`src/rtl/board_pkg.sv`:
```
// Shared constants and types for the game-board RAM arbiter: CPU address map,
// arbiter states and the CPU write-buffer entry layout.
package board_pkg;

    localparam int          CELLS      = 48;
    localparam logic [11:0] BASE_WORD  = 12'd500;
    localparam logic [11:0] CURX_WORD  = 12'd498;
    localparam logic [11:0] CURY_WORD  = 12'd497;
    localparam logic [11:0] SCORE_WORD = 12'hCFF;

    typedef enum logic [1:0] {
        IDLE  = 2'd0,
        RD    = 2'd1,
        RDRET = 2'd2,
        WR    = 2'd3
    } state_t;

    typedef struct packed {
        logic [5:0]  idx;
        logic [31:0] data;
    } fifo_entry_t;

endpackage

```
`src/rtl/board_ram_arbiter_if.sv`:
```
// Renderer fetch handshake plus the board RAM port; master is the arbiter side,
// slave is the renderer/RAM side.
interface board_ram_arbiter_if;

    logic        vga_req;
    logic [5:0]  vga_idx;
    logic        vga_ack;
    logic [31:0] vga_rdata;
    logic        ram_en;
    logic        ram_we;
    logic [5:0]  ram_addr;
    logic [31:0] ram_wdata;
    logic [31:0] ram_rdata;

    modport master (
        input  vga_req, vga_idx, ram_rdata,
        output vga_ack, vga_rdata, ram_en, ram_we, ram_addr, ram_wdata
    );

    modport slave (
        output vga_req, vga_idx, ram_rdata,
        input  vga_ack, vga_rdata, ram_en, ram_we, ram_addr, ram_wdata
    );

endinterface

```
`src/rtl/board_ram_arbiter_wr_fifo.sv`:
```
// Synchronous FIFO for buffered CPU board stores; pushes are refused when full
// even if a pop happens in the same cycle.
module wr_fifo
    import board_pkg::*;
#(
    parameter int DEPTH = 4
) (
    input  logic        clk,
    input  logic        rst_n,
    input  logic        push,
    input  fifo_entry_t din,
    input  logic        pop,
    output fifo_entry_t dout,
    output logic        full,
    output logic        empty
);

    localparam int AW = $clog2(DEPTH);

    fifo_entry_t  mem [DEPTH];
    logic [AW:0]  wptr;
    logic [AW:0]  rptr;
    logic         do_push;
    logic         do_pop;

    assign empty   = (wptr == rptr);
    assign full    = (wptr[AW] != rptr[AW]) && (wptr[AW-1:0] == rptr[AW-1:0]);
    assign do_push = push && !full;
    assign do_pop  = pop && !empty;
    assign dout    = mem[rptr[AW-1:0]];

    always_ff @(posedge clk or negedge rst_n) begin
        if (!rst_n) begin
            wptr <= '0;
            rptr <= '0;
        end else begin
            if (do_push) wptr <= wptr + 1'b1;
            if (do_pop)  rptr <= rptr + 1'b1;
        end
    end

    always_ff @(posedge clk) begin
        if (do_push) mem[wptr[AW-1:0]] <= din;
    end

endmodule

```
`src/rtl/board_ram_arbiter.sv`:
```
// Arbitrates the single-port board color RAM between buffered CPU stores and
// renderer fetches, and holds the cursor and score registers.
module board_ram_arbiter
    import board_pkg::*;
#(
    parameter int FIFO_DEPTH = 4,
    parameter int STARVE_MAX = 8
) (
    input  logic                       clk,
    input  logic                       RSTN,
    input  logic                       cpu_we,
    input  logic [11:0]                cpu_addr,
    input  logic [31:0]                cpu_wdata,
    output logic                       cpu_ready,
    output logic                       wr_ovf,
    board_ram_arbiter_if.master        bus,
    output logic [2:0]                 cursor_x,
    output logic [2:0]                 cursor_y,
    output logic [31:0]                score
);

    localparam int SW = $clog2(STARVE_MAX + 1);

    state_t       state_q, state_d;
    logic [SW-1:0] starve_q;
    logic [31:0]  rdata_q;
    logic         board_hit;
    logic         fifo_full, fifo_empty;
    fifo_entry_t  push_entry, head;
    logic         grant_vga, grant_cpu;
    logic         vga_oor;

    assign board_hit      = cpu_we && (cpu_addr >= BASE_WORD) && (cpu_addr < BASE_WORD + 12'(CELLS));
    assign push_entry.idx  = 6'(cpu_addr - BASE_WORD);
    assign push_entry.data = cpu_wdata;
    assign cpu_ready      = !fifo_full;
    assign vga_oor        = (bus.vga_idx >= 6'(CELLS));

    wr_fifo #(.DEPTH(FIFO_DEPTH)) u_wr_fifo (
        .clk   (clk),
        .rst_n (RSTN),
        .push  (board_hit),
        .din   (push_entry),
        .pop   (grant_cpu),
        .dout  (head),
        .full  (fifo_full),
        .empty (fifo_empty)
    );

    always_ff @(posedge clk or negedge RSTN) begin
        if (!RSTN) begin
            cursor_x <= '0;
            cursor_y <= '0;
            score    <= '0;
            wr_ovf   <= 1'b0;
        end else if (cpu_we) begin
            if (cpu_addr == CURX_WORD)  cursor_x <= cpu_wdata[2:0];
            if (cpu_addr == CURY_WORD)  cursor_y <= cpu_wdata[2:0];
            if (cpu_addr == SCORE_WORD) score    <= cpu_wdata;
            if (board_hit && fifo_full) wr_ovf   <= 1'b1;
        end
    end

    // Grants are gated by RSTN so nothing reaches the RAM while reset is held.
    always_comb begin
        state_d       = state_q;
        grant_vga     = 1'b0;
        grant_cpu     = 1'b0;
        bus.ram_en    = 1'b0;
        bus.ram_we    = 1'b0;
        bus.ram_addr  = '0;
        bus.ram_wdata = '0;
        bus.vga_ack   = 1'b0;
        case (state_q)
            IDLE: begin
                if (RSTN) begin
                    if (bus.vga_req && (fifo_empty || starve_q < SW'(STARVE_MAX))) begin
                        grant_vga = 1'b1;
                        if (!vga_oor) begin
                            bus.ram_en   = 1'b1;
                            bus.ram_addr = bus.vga_idx;
                            state_d      = RD;
                        end else begin
                            state_d = RDRET;
                        end
                    end else if (!fifo_empty) begin
                        grant_cpu     = 1'b1;
                        bus.ram_en    = 1'b1;
                        bus.ram_we    = 1'b1;
                        bus.ram_addr  = head.idx;
                        bus.ram_wdata = head.data;
                        state_d       = WR;
                    end
                end
            end
            RD:      state_d = RDRET;
            RDRET: begin
                bus.vga_ack = 1'b1;
                state_d     = IDLE;
            end
            WR:      state_d = IDLE;
            default: state_d = IDLE;
        endcase
    end

    always_ff @(posedge clk or negedge RSTN) begin
        if (!RSTN) begin
            state_q  <= IDLE;
            starve_q <= '0;
            rdata_q  <= '0;
        end else begin
            state_q <= state_d;
            if (fifo_empty || grant_cpu)
                starve_q <= '0;
            else if (grant_vga && starve_q < SW'(STARVE_MAX))
                starve_q <= starve_q + SW'(1);
            if (state_q == RD)
                rdata_q <= bus.ram_rdata;
            else if (grant_vga && vga_oor)
                rdata_q <= '0;
        end
    end

    assign bus.vga_rdata = rdata_q;

endmodule

```
`src/flat_wrapper.sv`:
```
// flat-port wrapper written by rule: the top's interface ports become plain ports
module board_ram_arbiter_flat import board_pkg::*;
#(
    parameter int FIFO_DEPTH = 4,
    parameter int STARVE_MAX = 8
)
  (clk, RSTN, cpu_we, cpu_addr, cpu_wdata, cpu_ready, wr_ovf, cursor_x, cursor_y, score, bus_vga_req, bus_vga_idx, bus_ram_rdata, bus_vga_ack, bus_vga_rdata, bus_ram_en, bus_ram_we, bus_ram_addr, bus_ram_wdata);
  board_ram_arbiter_if bus_i ();
  input  logic clk;
  input  logic RSTN;
  input  logic cpu_we;
  input  logic [11:0] cpu_addr;
  input  logic [31:0] cpu_wdata;
  output logic cpu_ready;
  output logic wr_ovf;
  output logic [2:0] cursor_x;
  output logic [2:0] cursor_y;
  output logic [31:0] score;
  input wire logic [$bits(bus_i.vga_req)-1:0] bus_vga_req;
  input wire logic [$bits(bus_i.vga_idx)-1:0] bus_vga_idx;
  input wire logic [$bits(bus_i.ram_rdata)-1:0] bus_ram_rdata;
  output wire logic [$bits(bus_i.vga_ack)-1:0] bus_vga_ack;
  output wire logic [$bits(bus_i.vga_rdata)-1:0] bus_vga_rdata;
  output wire logic [$bits(bus_i.ram_en)-1:0] bus_ram_en;
  output wire logic [$bits(bus_i.ram_we)-1:0] bus_ram_we;
  output wire logic [$bits(bus_i.ram_addr)-1:0] bus_ram_addr;
  output wire logic [$bits(bus_i.ram_wdata)-1:0] bus_ram_wdata;
  assign bus_i.vga_req = bus_vga_req;
  assign bus_i.vga_idx = bus_vga_idx;
  assign bus_i.ram_rdata = bus_ram_rdata;
  assign bus_vga_ack = bus_i.vga_ack;
  assign bus_vga_rdata = bus_i.vga_rdata;
  assign bus_ram_en = bus_i.ram_en;
  assign bus_ram_we = bus_i.ram_we;
  assign bus_ram_addr = bus_i.ram_addr;
  assign bus_ram_wdata = bus_i.ram_wdata;
  board_ram_arbiter #(.FIFO_DEPTH(FIFO_DEPTH), .STARVE_MAX(STARVE_MAX)) u_core (.clk(clk), .RSTN(RSTN), .cpu_we(cpu_we), .cpu_addr(cpu_addr), .cpu_wdata(cpu_wdata), .cpu_ready(cpu_ready), .wr_ovf(wr_ovf), .bus(bus_i), .cursor_x(cursor_x), .cursor_y(cursor_y), .score(score));
endmodule
```
`config.mk`:
```
export PLATFORM = sky130hd
export DESIGN_NAME = board_ram_arbiter_flat
export DESIGN_NICKNAME = d
export VERILOG_FILES = /design/src/rtl/board_pkg.sv /design/src/rtl/board_ram_arbiter_if.sv /design/src/rtl/board_ram_arbiter_wr_fifo.sv /design/src/rtl/board_ram_arbiter.sv /design/src/flat_wrapper.sv
export SDC_FILE = /design/constraint.sdc
export NUM_CORES = 1
export LEC_CHECK = 0
export BUFFER_PORTS_ARGS = -buffer_cell sky130_fd_sc_hd__buf_4
export CAP_MARGIN = 20
export CORE_MARGIN = 10
export CORE_UTILIZATION = 50
export CTS_CLUSTER_DIAMETER = 80
export CTS_CLUSTER_SIZE = 8
export DETAILED_ROUTE_END_ITERATION = 7
export HOLD_SLACK_MARGIN = 0.03
export PLACE_DENSITY_LB_ADDON = 0.08
export SYNTH_ARGS = -nofsm -noshare
export SYNTH_HDL_FRONTEND = slang
export SYNTH_HIERARCHICAL = 1
export SYNTH_SLANG_ARGS = --single-unit
```
`constraint.sdc`:
```
create_clock -name clk -period 2.9 [get_ports clk]
set_clock_uncertainty 0.2 [all_clocks]
set_input_delay 0.435 -clock clk [delete_from_list [all_inputs] [get_ports clk]]
set_output_delay 0.435 -clock clk [all_outputs]
set_load 0.02 [all_outputs]
```
# ---- After elaboration in Yosys (flattened, before gate mapping)
# Memories as Yosys holds them, arrays and structs flattened.
# Index checks and enable logic that the tools add are counted.
dict set report totals {
  regBits 83
  ram_bits 152
  inputBits 86
  out_inout_bits 113
  mem_count 1
}
dict set report classes {
  add_sub_neg 4
  order_cmp 4
  eq_ne 11
  n_mux 32
  reduce_logical 22
}
# memory depth width read_ports rd_ports_with_merged_regs write_ports line
set memory_table {}
lappend memory_table {u_core.u_wr_fifo.mem 4 38 1 0 1 board_ram_arbiter_wr_fifo.sv:20} ;# fifo_entry_t mem [DEPTH];
# operator count
set op_table {}
lappend op_table {{$mux W32} 6}
lappend op_table {{$mux W6} 5}
lappend op_table {{$eq A12 B9 Y1 const B} 2}
lappend op_table {{$mux W1} 14}
lappend op_table {{$eq A12 B12 Y1 const B} 1}
lappend op_table {{$ge A12 B9 Y1 const B} 1}
lappend op_table {{$lt A12 B10 Y1 const B} 1}
lappend op_table {{$reduce_and A2 Y1} 5}
lappend op_table {{$logic_and A1 B1 Y1} 9}
lappend op_table {{$mux W2} 4}
lappend op_table {{$mux W4} 2}
lappend op_table {{$add A3 B1 Y3 const B} 2}
lappend op_table {{$ge A6 B6 Y1 const B} 1}
lappend op_table {{$pmux W2 S3} 1}
lappend op_table {{$sub A6 B6 Y6 const B} 1}
lappend op_table {{$add A4 B1 Y4 const B} 1}
lappend op_table {{$eq A2 B2 Y1 const B} 2}
lappend op_table {{$lt A4 B4 Y1 const B} 1}
lappend op_table {{$reduce_bool A2 Y1} 2}
lappend op_table {{$eq A3 B3 Y1} 1}
lappend op_table {{$ne A3 B3 Y1 const B} 1}
lappend op_table {{$eq A2 B1 Y1 const B} 1}
lappend op_table {{$eq A2 B2 Y1} 1}
lappend op_table {{$logic_not A1 Y1} 2}
lappend op_table {{other kinds (5)} 6}

# ---- Logic depth before layout (Yosys ltp)
dict set report depth {
  depth_word 9
  mapped_depth 10
}

# ---- Modules after synthesis
# The synthesis kept the hierarchy.
# mod instances cells_per_inst area_each_um2
set by_module_without_submodules {}
lappend by_module_without_submodules {wr_fifo 1 248 5985.7}
lappend by_module_without_submodules {board_ram_arbiter 1 338 3568.4}

# ---- Worst setup path after synthesis
# Ideal clock, no wire load.
dict set report synth_timing {
  path_type {input -> register}
  start {input port cpu_addr[3]}
  end {memory u_core/u_wr_fifo/mem[3][0] (netlist bit) (enable)}
  setup_ps 415
  t_arrival_ps 2943
  t_required_ps 2285
  path_slack_ps -658
  path_stages 8
  cell_sequence {inv_1 ha_1 or3b_2 a211oi_1 a21oi_1 nor2_1 nand2_1 a31oi_2}
}
dict set report synth_between {
  elab_chain_len 6
  elab_cells_between_ends 7
  classes_between {2 x order compare; 2 x mux; 3 x reduce/logical}
}
# item line
set synth_rtl {}
lappend synth_rtl {{from (decl)} flat_wrapper.sv:12} ;# input logic [11:0] cpu_addr;
lappend synth_rtl {{$ge A12 B9 Y1} board_ram_arbiter.sv:33} ;# assign board_hit = cpu_we && (cpu_addr >= BASE_WORD) && (cpu_addr < BASE_WORD + 12'(CELLS));
lappend synth_rtl {{$logic_and A1 B1 Y1} board_ram_arbiter.sv:33}
lappend synth_rtl {{$logic_and A1 B1 Y1 *} board_ram_arbiter.sv:33}
lappend synth_rtl {{net u_core.board_hit} board_ram_arbiter.sv:27} ;# logic board_hit;
lappend synth_rtl {{$logic_and A1 B1 Y1 *} board_ram_arbiter_wr_fifo.sv:28} ;# assign do_push = push && !full;
lappend synth_rtl {{$mux W1 *} board_ram_arbiter_wr_fifo.sv:43} ;# if (do_push) mem[wptr[AW-1:0]] <= din;
lappend synth_rtl {{$mux W1 (not written as such) *} board_ram_arbiter_wr_fifo.sv:43}
lappend synth_rtl {{to (decl)} board_ram_arbiter_wr_fifo.sv:20}
# The timed path passes the listed nets; every way through them passes the cells marked *.

==> flow_summary.json <==
{
  "synth_top_flop_cell": "edfxtp_1",
  "critPathRequiredTime_ps": 2270,
  "final_cells": 1159,
  "synthDistinctLibCells": 48,
  "drc": 0,
  "synth_top_area_cell": "edfxtp_1",
  "use_met2": 0.314,
  "syn_inst": 586,
  "finalSetupViolations": 2,
  "tightest_slew_ps": 901,
  "cts_tree": "yes",
  "place_congestion": 0.839,
  "rsz0062_at_grt": "true",
  "ys_warn_count": 6,
  "antenna_found_initial": 0,
  "ctsRootBufferMaster": "clkbuf_16",
  "initial_utilization": 0.509,
  "drt-total-wl_mm": 24.1,
  "nFillCells": 1219,
  "cp_max_fo": 41,
  "status": "complete, but fails checks",
  "cp-end-kind": "output pin",
  "fin_area_mm2": 0.0136,
  "clk_pin_slew_worst_paths_ps": 50,
  "syn2layout_area_growth_pct": 42.1,
  "diodes": 0,
  "ys_ff_latch": 235,
  "finalCriticalPeriod_ps": 2910,
  "ir_worst_vdd_uv": 468,
  "final.setup.worst_slack_ps": -14.8,
  "arrival_ps": 2280,
  "crit_type": "reg -> out",
  "grt_use_total": 0.186,
  "synth.most_common_cell": "edfxtp_1",
  "synth.cell_area_mm2": 0.00955,
  "overflow": 0,
  "dp_slack_ps": 167,
  "synth_seq_area_share": 0.695,
  "use_met1": 0.227,
  "clock_path_buffers": 3,
  "hold_class": "in -> reg",
  "drv_slew": 0,
  "viasPerCell": 5.37,
  "max_cap_violations": 0,
  "die_x_um": 158,
  "synth.top_cells.by_area": "edfxtp_1 (48%), dfrtp_1 (22%), mux4_2 (8.0%)",
  "first_pass_iters": 5,
  "post-route-period-util": 1.01,
  "max_freq_mhz": 343,
  "dpl.hpwl_mm": 15.4,
  "numCtsBuffers": 35,
  "place_area_mm2": 0.0114,
  "cts-htree-levels": 2,
  "max-slew-margin-rel": 0.399,
  "cts_sinks": 235,
  "drt_iter0_drc": 401,
  "vias": 6224,
  "synth_common_cells": "edfxtp_1 (152), dfrtp_1 (83), nand2_1 (71)",
  "p_leak_uw": 0.00559,
  "nNetsFinal": 996,
  "critPathLaunchType": "flop",
  "dp_cells": 1013,
  "grt_pass1_vias": 6726,
  "whs_ps": 71.1,
  "portBuffers": 198,
  "async_flop_share": 0.353,
  "hold_viol": 0,
  "die_h_um": 158,
  "synth_top_area_frac": 0.478,
  "wl_per_cell_um": 20.8,
  "io_pins": 199,
  "ant_nets": 0,
  "grt_pass1_wl_mm": 36.3,
  "synth_nets": 681,
  "synth_edf_count": 152,
  "core_area_mm2": 0.0188,
  "syn_area_per_cell_um2": 16.3,
  "violations": "setup timing",
  "grt_use_met3": 0.0418,
  "grt_max_degree": 58,
  "design.die.area_mm2": 0.0250,
  "powerDensity_mw_per_mm2": 760,
  "num_rows": 50,
  "drive_above_1_share": 0.432,
  "grt-busiest-layer": "met2",
  "fin_util": 0.723,
  "clkLatencyLatePin_ps": 500
}
power breakdown:
group	switching, µW	internal (µW)	total [µW]
Combinational	1330	1270	2600
Sequential	178	3850	4030
Clock	1380	2300	3680
Total	2890	7420	10300
routing by layer:
metal  routed length [µm]  share of wire  up-vias
li1                     -              -     2825
met1                 9380           0.39     3127
met2                12500           0.52      217
met3                 1500          0.062       55
met4                  677          0.028        0
met5                    0              0        -
stage by stage:
step | total power [µW] | TNS, ps
3_5_place_dp | 6330 | 0
5_1_grt | 10700 | -1860
2_1_floorplan | 5400 | 0
6_report | 10300 | -21.1
4_1_cts | 10200 | -25.2
3_3_place_gp | 6270 | 0
path summary, 6_finish.rpt:
check                                         start                       end  slack, ps  cells after the start
setup / recovery           u_core/u_wr_fifo/rptr[0]           bus_ram_addr[4]        -10                      4
hold / removal                         cpu_addr[11]             u_core/wr_ovf         70                      4
setup reg to reg           u_core/u_wr_fifo/wptr[2]   u_core/bus.vga_rdata[2]        330                      6
hold reg to reg                     u_core/score[4]           u_core/score[4]        290                      1
max in group asynchronous                      RSTN  u_core/u_wr_fifo/rptr[0]       1360                      3
min in group asynchronous                      RSTN          u_core/score[22]        110                      2
registers in the layout, indices dropped and copies added, names as in the netlist:
| register | flops |
|---|---|
| u_core/u_wr_fifo/mem | 152 |
| u_core/bus.vga_rdata | 32 |
| u_core/score | 32 |
| u_core/starve_q | 4 |
| u_core/cursor_x | 3 |
| u_core/cursor_y | 3 |
| u_core/u_wr_fifo/rptr | 3 |
| u_core/u_wr_fifo/wptr | 3 |
| u_core/state_q | 2 |
| u_core/wr_ovf | 1 |
worst max-delay path, stage by stage (launching register included):
cell and delay, ps:
dfrtp_4 460, buf_16 300, mux4_2 590, a32o_2 260
buf_6 130
cells by family (layout without fill, tap and decap cells):
kind of cell             Yosys count  count (layout)  share of synthesized area
AO/OA/AOI/OAI                     64              64                     0.0397
XOR/XNOR                          11              11                     0.0124
adder cells (fa/ha/maj)            9               9                     0.0118
buffers and inverters             41             380                     0.0242
flip-flops                       235             235                      0.695
multiplexers                      76              76                      0.136
AND/OR/NAND/NOR                  150             150                     0.0808
repair_timing:
action                     CTS  global route
setup buffers                0            14
hold endpoints to repair   283             0
hold buffers                68             0
gates cloned                 0             3
resized for setup           16            59
setup endpoints to repair   40            39
pin swaps                    4            19
layout make-up:
class                      instances  area, µm²  area share
multi-input combinational        310       2850       0.210
clock buffer                      58        983      0.0724
tap                              234        293      0.0216
sequential                       235       6650       0.490
clock inverter                     3       32.5     0.00240
inverter                          12       45.0     0.00332
timing repair buffer             307       2720       0.200
cells in the final DEF, fill, tap and decap left out, drive strengths merged:
master       count
xor2             4
xnor2            7
dlygate4sd3     68
o21ai           36
nor3             5
nor4             2
edfxtp         152
a21oi           10
nand4b           4
nand3            5
a22o             4
o21bai           1
clkinvlp         1
nor2b            3
ha               9
and3             4
a22oi            1
mux4            38
dfrtp           83
a31oi            2
mux2            38
nor2            10
a211oi           3
a21o             1
buf            237
nand4            1
or3b             3
inv             13
nand2           71
nor4b            1
clkbuf          60
clkinv           1
a32o             2
and2b            1
o31ai            4
nor3b            1
nand2b           5
and2            34
Power figures use the tool's default switching activity.
